<file path="config.mk">
export PLATFORM = sky130hd
export DESIGN_NAME = capture_timer_mc_flat
export DESIGN_NICKNAME = d
export VERILOG_FILES = /design/src/rtl/capture_timer_mc_if.sv /design/src/rtl/capture_timer_mc.sv /design/src/flat_wrapper.sv
export SDC_FILE = /design/constraint.sdc
export NUM_CORES = 1
export LEC_CHECK = 0
export CAP_MARGIN = 5
export CORE_ASPECT_RATIO = 0.9
export CORE_MARGIN = 10
export CORE_UTILIZATION = 50
export CTS_CLUSTER_DIAMETER = 30
export DETAILED_ROUTE_END_ITERATION = 8
export GPL_ROUTABILITY_DRIVEN = 0
export PLACE_DENSITY = 0.8
export SLEW_MARGIN = 20
export SYNTH_ARGS = -nofsm -noshare
export SYNTH_HDL_FRONTEND = slang
export SYNTH_SLANG_ARGS = --single-unit
</file>
<file path="constraint.sdc">
create_clock -name clk_i -period 2.1 [get_ports clk_i]
set_input_delay 0.42 -clock clk_i [delete_from_list [all_inputs] [get_ports clk_i]]
set_output_delay 0.42 -clock clk_i [all_outputs]
set_load 0.005 [all_outputs]
</file>
<file path="src/rtl/capture_timer_mc_if.sv">
// Bus bundle for the multi-channel capture timer: raw trigger levels,
// per-channel mode/clear controls and the registered timer/capture outputs.
interface capture_timer_mc_if #(
  parameter int CNT_W  = 32,
  parameter int NUM_CH = 4
);
  logic                     start_i;
  logic                     rst_capture_i;
  logic [NUM_CH-1:0]        capture_i;
  logic [NUM_CH-1:0]        mode_cont_i;
  logic [NUM_CH-1:0]        clear_i;
  logic [CNT_W-1:0]         counter_o;
  logic                     running_o;
  logic                     wrap_o;
  logic [NUM_CH*CNT_W-1:0]  captured_o;
  logic [NUM_CH-1:0]        valid_o;
  logic [NUM_CH-1:0]        overrun_o;

  // Side that drives triggers and controls, observes the timer
  modport master (
    output start_i, rst_capture_i, capture_i, mode_cont_i, clear_i,
    input  counter_o, running_o, wrap_o, captured_o, valid_o, overrun_o
  );

  // Timer block side
  modport slave (
    input  start_i, rst_capture_i, capture_i, mode_cont_i, clear_i,
    output counter_o, running_o, wrap_o, captured_o, valid_o, overrun_o
  );
endinterface

</file>
<file path="src/rtl/capture_timer_mc.sv">
// Multi-channel capture timer: one shared free-running timebase, NUM_CH
// single-shot/continuous capture channels, synchronised edge-detected triggers.
module capture_timer_mc #(
  parameter int CNT_W       = 32,
  parameter int NUM_CH      = 4,
  parameter int SYNC_STAGES = 2
) (
  input  logic              clk_i,
  input  logic              rst_an_i,
  capture_timer_mc_if.slave bus
);

  // Raw lines: bit 0 start, bit 1 rst_capture, bits [NUM_CH+1:2] capture.
  localparam int NUM_RAW = NUM_CH + 2;

  typedef enum logic { G_IDLE, G_RUN }    gstate_t;
  typedef enum logic { CH_ARMED, CH_DONE } chstate_t;

  logic [NUM_RAW-1:0] r_sync [SYNC_STAGES];
  logic [NUM_RAW-1:0] r_prev;
  logic [NUM_RAW-1:0] w_raw;
  logic [NUM_RAW-1:0] w_pulse;
  logic               w_start_p;
  logic               w_rstcap_p;
  logic [NUM_CH-1:0]  w_cap_p;

  gstate_t            r_gstate, w_gstate_nxt;
  logic [CNT_W-1:0]   r_counter, w_counter_nxt;
  logic               r_wrap, w_wrap_nxt;

  chstate_t           r_ch_state [NUM_CH];
  chstate_t           w_ch_state_nxt [NUM_CH];
  logic [CNT_W-1:0]   r_cap [NUM_CH];
  logic [CNT_W-1:0]   w_cap_nxt [NUM_CH];
  logic [NUM_CH-1:0]  r_valid, w_valid_nxt;
  logic [NUM_CH-1:0]  r_ovr, w_ovr_nxt;

  assign w_raw = {bus.capture_i, bus.rst_capture_i, bus.start_i};

  // Synchronise every raw line, plus one extra flop holding the previous value
  // NOTE: sequential state is written with <= so every flop samples pre-edge values.
  always_ff @(posedge clk_i or negedge rst_an_i) begin
    if (!rst_an_i) begin
      for (int s = 0; s < SYNC_STAGES; s++) r_sync[s] <= '0;
      r_prev <= '0;
    end else begin
      r_sync[0] <= w_raw;
      for (int s = 1; s < SYNC_STAGES; s++) r_sync[s] <= r_sync[s-1];
      r_prev <= r_sync[SYNC_STAGES-1];
    end
  end

  assign w_pulse    = r_sync[SYNC_STAGES-1] & ~r_prev;
  assign w_start_p  = w_pulse[0];
  assign w_rstcap_p = w_pulse[1];
  assign w_cap_p    = w_pulse[NUM_RAW-1:2];

  // Global IDLE/RUN next state, timebase and wrap flag; rst_capture beats start
  // NOTE: every output of a combinational block gets a default first, so no latches.
  always_comb begin
    w_gstate_nxt  = r_gstate;
    w_counter_nxt = r_counter;
    w_wrap_nxt    = r_wrap;
    if (w_rstcap_p) begin
      w_gstate_nxt = G_IDLE;
      w_wrap_nxt   = 1'b0;
    end else if (w_start_p) begin
      w_gstate_nxt  = G_RUN;
      w_counter_nxt = '0;
      w_wrap_nxt    = 1'b0;
    end else if (r_gstate == G_RUN) begin
      w_counter_nxt = r_counter + 1'b1;
      if (&r_counter) w_wrap_nxt = 1'b1;
    end
  end

  // Global state, timebase and wrap registers
  always_ff @(posedge clk_i or negedge rst_an_i) begin
    if (!rst_an_i) begin
      r_gstate  <= G_IDLE;
      r_counter <= '0;
      r_wrap    <= 1'b0;
    end else begin
      r_gstate  <= w_gstate_nxt;
      r_counter <= w_counter_nxt;
      r_wrap    <= w_wrap_nxt;
    end
  end

  // Per-channel ARMED/DONE next state and flags; a same-cycle clear rearms
  // the channel first so a coincident capture lands on a clean channel
  always_comb begin
    for (int ch = 0; ch < NUM_CH; ch++) begin
      w_ch_state_nxt[ch] = r_ch_state[ch];
      w_cap_nxt[ch]      = r_cap[ch];
      w_valid_nxt[ch]    = r_valid[ch];
      w_ovr_nxt[ch]      = r_ovr[ch];
      if (w_rstcap_p) begin
        w_ch_state_nxt[ch] = CH_ARMED;
        w_cap_nxt[ch]      = '0;
        w_valid_nxt[ch]    = 1'b0;
        w_ovr_nxt[ch]      = 1'b0;
      end else if (w_start_p) begin
        w_ch_state_nxt[ch] = CH_ARMED;
        w_valid_nxt[ch]    = 1'b0;
        w_ovr_nxt[ch]      = 1'b0;
      end else begin
        if (bus.clear_i[ch]) begin
          w_ch_state_nxt[ch] = CH_ARMED;
          w_valid_nxt[ch]    = 1'b0;
          w_ovr_nxt[ch]      = 1'b0;
        end
        if (w_cap_p[ch] && (r_gstate == G_RUN)) begin
          if (w_ch_state_nxt[ch] == CH_ARMED) begin
            w_cap_nxt[ch] = r_counter;
            if (w_valid_nxt[ch]) w_ovr_nxt[ch] = 1'b1;
            w_valid_nxt[ch] = 1'b1;
            if (!bus.mode_cont_i[ch]) w_ch_state_nxt[ch] = CH_DONE;
          end else begin
            w_ovr_nxt[ch] = 1'b1;
          end
        end
      end
    end
  end

  // Per-channel state, capture data and flag registers
  // NOTE: capture registers are plain flops with a defined reset value, not RAM.
  always_ff @(posedge clk_i or negedge rst_an_i) begin
    if (!rst_an_i) begin
      for (int ch = 0; ch < NUM_CH; ch++) begin
        r_ch_state[ch] <= CH_ARMED;
        r_cap[ch]      <= '0;
      end
      r_valid <= '0;
      r_ovr   <= '0;
    end else begin
      for (int ch = 0; ch < NUM_CH; ch++) begin
        r_ch_state[ch] <= w_ch_state_nxt[ch];
        r_cap[ch]      <= w_cap_nxt[ch];
      end
      r_valid <= w_valid_nxt;
      r_ovr   <= w_ovr_nxt;
    end
  end

  for (genvar g = 0; g < NUM_CH; g++) begin : g_pack
    assign bus.captured_o[g*CNT_W +: CNT_W] = r_cap[g];
  end

  assign bus.counter_o = r_counter;
  assign bus.running_o = (r_gstate == G_RUN);
  assign bus.wrap_o    = r_wrap;
  assign bus.valid_o   = r_valid;
  assign bus.overrun_o = r_ovr;

endmodule

</file>
<file path="src/flat_wrapper.sv">
// flat-port wrapper written by rule: the top's interface ports become plain ports
module capture_timer_mc_flat 
#(
  parameter int CNT_W       = 32,
  parameter int NUM_CH      = 4,
  parameter int SYNC_STAGES = 2
)
  (clk_i, rst_an_i, bus_start_i, bus_rst_capture_i, bus_capture_i, bus_mode_cont_i, bus_clear_i, bus_counter_o, bus_running_o, bus_wrap_o, bus_captured_o, bus_valid_o, bus_overrun_o);
  capture_timer_mc_if #(.CNT_W(CNT_W), .NUM_CH(NUM_CH)) bus_i ();
  input  logic clk_i;
  input  logic rst_an_i;
  input wire logic [$bits(bus_i.start_i)-1:0] bus_start_i;
  input wire logic [$bits(bus_i.rst_capture_i)-1:0] bus_rst_capture_i;
  input wire logic [$bits(bus_i.capture_i)-1:0] bus_capture_i;
  input wire logic [$bits(bus_i.mode_cont_i)-1:0] bus_mode_cont_i;
  input wire logic [$bits(bus_i.clear_i)-1:0] bus_clear_i;
  output wire logic [$bits(bus_i.counter_o)-1:0] bus_counter_o;
  output wire logic [$bits(bus_i.running_o)-1:0] bus_running_o;
  output wire logic [$bits(bus_i.wrap_o)-1:0] bus_wrap_o;
  output wire logic [$bits(bus_i.captured_o)-1:0] bus_captured_o;
  output wire logic [$bits(bus_i.valid_o)-1:0] bus_valid_o;
  output wire logic [$bits(bus_i.overrun_o)-1:0] bus_overrun_o;
  assign bus_i.start_i = bus_start_i;
  assign bus_i.rst_capture_i = bus_rst_capture_i;
  assign bus_i.capture_i = bus_capture_i;
  assign bus_i.mode_cont_i = bus_mode_cont_i;
  assign bus_i.clear_i = bus_clear_i;
  assign bus_counter_o = bus_i.counter_o;
  assign bus_running_o = bus_i.running_o;
  assign bus_wrap_o = bus_i.wrap_o;
  assign bus_captured_o = bus_i.captured_o;
  assign bus_valid_o = bus_i.valid_o;
  assign bus_overrun_o = bus_i.overrun_o;
  capture_timer_mc #(.CNT_W(CNT_W), .NUM_CH(NUM_CH), .SYNC_STAGES(SYNC_STAGES)) u_core (.clk_i(clk_i), .rst_an_i(rst_an_i), .bus(bus_i));
endmodule
</file>
* Word-level counts from Yosys, hierarchy flattened
Cells that the tools add are included.
** Storage, ports and cells
- Flip-flop bits (word level) :: 192
- Input bits :: 16
- Output and inout port bits :: 170
- Word-level logic and storage cells :: 152
** Cells by class
- $add $sub $neg :: 1
- Equality and inequality tests :: 5
- Muxes and demuxes :: 108
- Bitwise logic cells :: 3
- Reductions and logical operators :: 19
** Operator list (number)
- 32-bit two-way mux :: 18
- 1-bit two-way mux :: 90
- 32-bit by 1-bit adder with 32-bit output (second input constant) :: 1
- 32-bit AND reduction :: 1
- 3-bit AND reduction :: 4
- 2-bit nonzero test :: 6
- 2-bit by 1-bit != test with 1-bit output (second input constant) :: 5
- 6-bit AND :: 1
- 6-bit inverter :: 1
- 3-bit nonzero test :: 2
- 1-bit logical AND :: 4
- 2-bit AND reduction :: 2
- 1-bit inverter :: 1

* Logic depth before layout (Yosys ltp)
- Depth after elaboration :: 9
- Mapped depth :: 8
- Mapped depth without buffers :: 6

* Worst setup path after synthesis
Ideal clock, no wire load.
- Path kind :: reg2reg
- Start :: register u_core.r_counter[1] (netlist: u_core.bus.counter_o[1])
- End :: register u_core.r_counter[26] (netlist: u_core.bus.counter_o[26])
- Setup time :: 69 ps
- Arrival :: 1867 ps
- Data required time :: 2031 ps
- Path slack :: 165 ps
- Stages on the path, launching flop included :: 7
- Path buffers :: 0
- Clock period less this slack :: 1935 ps
- Path through :: dfrtp_1 -> ha_1 -> nand3_4 -> nor4_4 -> nand2_4 -> or4_1 -> nand3_1
** Between the ends
- Cells in the longest elaborated chain, start to end :: 3
** RTL lines
- from (decl) :: line capture_timer_mc.sv:28 : logic [CNT_W-1:0] r_counter, w_counter_nxt;
- from (signal assigned) :: line capture_timer_mc.sv:85 : r_counter <= w_counter_nxt;
- 32-bit by 1-bit adder with 32-bit output :: line capture_timer_mc.sv:72 : w_counter_nxt = r_counter + 1'b1;
- 32-bit two-way mux :: line capture_timer_mc.sv:71 : end else if (r_gstate == G_RUN) begin
- 32-bit two-way mux :: line capture_timer_mc.sv:67 : end else if (w_start_p) begin
Every way passes these cells. The select of a mux whose other input is x is not followed.
A chain may end at the register's enable or synchronous reset.

* Final worst setup path
- Start :: register u_core.r_counter[19] (netlist: u_core.bus.counter_o[19])
- End :: output port bus_counter_o[19]
** RTL lines
- to (decl) :: line flat_wrapper.sv:17 : output wire logic [$bits(bus_i.counter_o)-1:0] bus_counter_o;
No word-level cell between the ends.

==> results.json <==
{
  "outcome": "completed",
  "avgSynthCellArea_um2": 9.188,
  "fin_cells": 1289,
  "grtUsageTotal_pct": 22.71,
  "insertion_delay_ns": 0.43,
  "crit_type": "flop to output port",
  "finalCriticalPeriod_ns": 2.017,
  "numCtsBuffers": 17,
  "die-area_um2": 21640,
  "min_from": "u_core.r_sync[11]$_DFF_PN0_",
  "hpwlAfterDp_mm": 16.75,
  "worst-endpoint-required_ns": 1.68,
  "tns_ns": 0,
  "ys_ff_latch": 192,
  "antenna_cells": 0,
  "via_per_inst": 5.554,
  "synth_cell_types": 43,
  "power_leakage_nw": 4.802,
  "drt_first_pass_iters": 5,
  "core_um2": 15970,
  "holdPathEnd": "u_core.r_sync[5]$_DFF_PN0_",
  "ios": 186,
  "first_global_vias": 7071,
  "die_h_um": 140.6,
  "finalCritPeriodShare_pct": 96.06,
  "rsz0062_at_grt": "no",
  "crit_fanout": 7,
  "clockBufferDepth": 2,
  "critPathLaunchType": "flop",
  "vias": 7159,
  "drv_slew": 0,
  "setup_slack_ns": 0.08268,
  "grt_start_max_net_pins": 101,
  "nets": 1087,
  "timing.hold.ws_ns": 0.3487,
  "ff2ff_path_depth": 7,
  "place_area_um2": 10470,
  "die_w_um": 154.0,
  "cp.arrival_ns": 1.60,
  "cp-end-kind": "output port",
  "tightest_slew_ns": 0.5710,
  "placed_cells": 1257,
  "drt_wl_total_mm": 24.78,
  "numPortBuffers": 185,
  "synth.most_common_cell": "nand2_1",
  "root_buffer": "clkbuf_16",
  "rows": 44,
  "place_ws_ns": 0.1679,
  "syn_inst": 879,
  "vdd_drop_max_uv": 608.5,
  "initial_core_util_pct": 50.59,
  "ys_async_sr_fraction_pct": 100.0,
  "finalHoldViolations": 0,
  "htreeDepth": 4,
  "finClkSkew_ns": 0.008443,
  "syn-cell-area_um2": 8076,
  "ant_nets": 0,
  "drtIter0Drc": 702,
  "synth_top_area_share_pct": 59.49,
  "drc": 0,
  "yosys-top-cells-count": "280 x nand2_1, 192 x dfrtp_1, 115 x a21oi_1",
  "clk_pin_slew_ns": 0.07,
  "slew_headroom_pct": 61.89,
  "maxCapViolCount": 0,
  "wl_per_cell_um": 19.23,
  "whs_path_depth": 0,
  "synth_fp_nets": 896,
  "yosysTopAreaCell": "dfrtp_1",
  "area_growth_pct": 36.89,
  "cts.sinks": 192,
  "drive_above_1_share_pct": 10.54,
  "regToRegSetupSlack_ns": 0.22,
  "r2r-start": "u_core.r_prev[1]$_DFF_PN0_",
  "setup_viol": 0,
  "yosys-top-cells-area": "dfrtp_1 59%, nand2_1 13%, a21oi_1 7.1%",
  "stdcell_area_um2": 11060,
  "synth_edf_count": 0,
  "fill_cells": 1235,
  "synth_seq_area_share_pct": 59.49,
  "regToRegEndpoint": "u_core.bus.counter_o[2]$_DFFE_PN0P_",
  "grt-ovfl-total": 0,
  "hold_class": "flop to flop",
  "fmax_mhz": 495.7,
  "grt_antenna_before_repair": 0,
  "cts_tree": "yes",
  "powerDensity_nw_per_um2": 692.6,
  "grt_pass1_wl_mm": 39.47,
  "yosys_warnings": 0,
  "ys.flop_type": "dfrtp_1"
}
-- report_power, final --
part           total (mW)  leakage (nW)  internal [mW]  switching, mW
registers            3.81          2.63           3.77         0.0460
logic               0.681          1.90          0.254          0.427
clock network        3.16         0.273           1.80           1.37
-- timing repair --
| item | 4_1_cts | 5_1_grt |
|---|---|---|
| setup buffers | 0 | 0 |
| endpoints found under the setup margin | 1 | 6 |
| hold buffers | 1 | 0 |
| resized for setup | 1 | 5 |
| hold endpoints to repair | 50 | 0 |
-- cell usage in the layout (no fill, tap or decap), types with 3 or more instances in the layout --
cell type	count
a21oi_1	115
a31oi_1	15
and3_1	4
and4_1	3
buf_12	10
buf_4	51
clkbuf_16	17
clkbuf_8	3
clkdlybuf4s50_1	184
clkinv_2	5
clkinvlp_4	4
dfrtp_1	187
dfrtp_2	5
inv_1	6
nand2_1	280
nand2b_1	19
nand3_1	43
nand3b_1	4
nand4_1	14
nor2_1	28
nor3_1	8
nor4_4	3
o21a_1	5
o21ai_0	25
o31ai_1	10
o41ai_1	3
-- area by class of cell --
| cell class | count | area, µm² | area share [%] |
|---|---|---|---|
| Clock buffer | 20 | 456.7 | 4.131 |
| Clock inverter | 11 | 115.1 | 1.041 |
| Inverter | 6 | 22.52 | 0.2037 |
| Multi-Input combinational cell | 606 | 2943 | 26.62 |
| Sequential cell | 192 | 4811 | 43.52 |
| Tap cell | 207 | 259.0 | 2.343 |
| Timing Repair Buffer | 247 | 2449 | 22.15 |
-- cell families after synthesis --
| group | share of synthesized area, % |
|---|---|
| adder cells (fa/ha/maj) | 0.1549 |
| AND/OR/NAND/NOR | 23.67 |
| AO/OA/AOI/OAI | 12.35 |
| flip-flops | 59.49 |
| buffers and inverters | 4.338 |
-- critical path, stage by stage, from the launching register on --
cell             delay (ns)
dfrtp_1                0.45
buf_4                  0.20
clkdlybuf4s50_1        0.52
-- worst max path at each step --
stage	startpoint	endpoint
6_report	u_core.bus.counter_o[19]$_DFFE_PN0P_	bus_counter_o[19]
5_1_grt	u_core.bus.counter_o[26]$_DFFE_PN0P_	bus_counter_o[26]
4_1_cts	u_core.bus.counter_o[24]$_DFFE_PN0P_	bus_counter_o[24]
3_5_place_dp	u_core.r_sync[0]$_DFF_PN0_	u_core.bus.counter_o[13]$_DFFE_PN0P_
3_3_place_gp	bus_clear_i[3]	u_core.bus.captured_o[123]$_DFFE_PN0P_
2_1_floorplan	u_core.bus.counter_o[1]$_DFFE_PN0P_	u_core.bus.counter_o[26]$_DFFE_PN0P_
-- metal layers --
metal	GRT usage (%)	vias up	routed length, µm
met5	0	-	0
met4	5.812	0	343
met3	7.968	36	2156
met2	35.89	285	11740
met1	29.20	3515	10550
li1	-	3323	-
-- state kept, by name, indices dropped and copies added (netlist names) --
signal / cells
u_core.r_ch_state: 4
u_core.bus.captured_o: 128
u_core.bus.valid_o: 4
u_core.bus.counter_o: 32
u_core.r_prev: 6
u_core.bus.wrap_o: 1
u_core.r_sync: 12
u_core.bus.running_o: 1
u_core.bus.overrun_o: 4
-- stage by stage --
stage / total power, mW / utilization, %
2_1_floorplan: 4.155 / -
3_3_place_gp: 4.548 / 65.56
3_5_place_dp: 4.560 / 65.56
4_1_cts: 7.695 / 69.21
5_1_grt: 7.952 / 69.25
6_report: 7.657 / 69.25
Note: power is estimated with default switching activity, not from simulation.
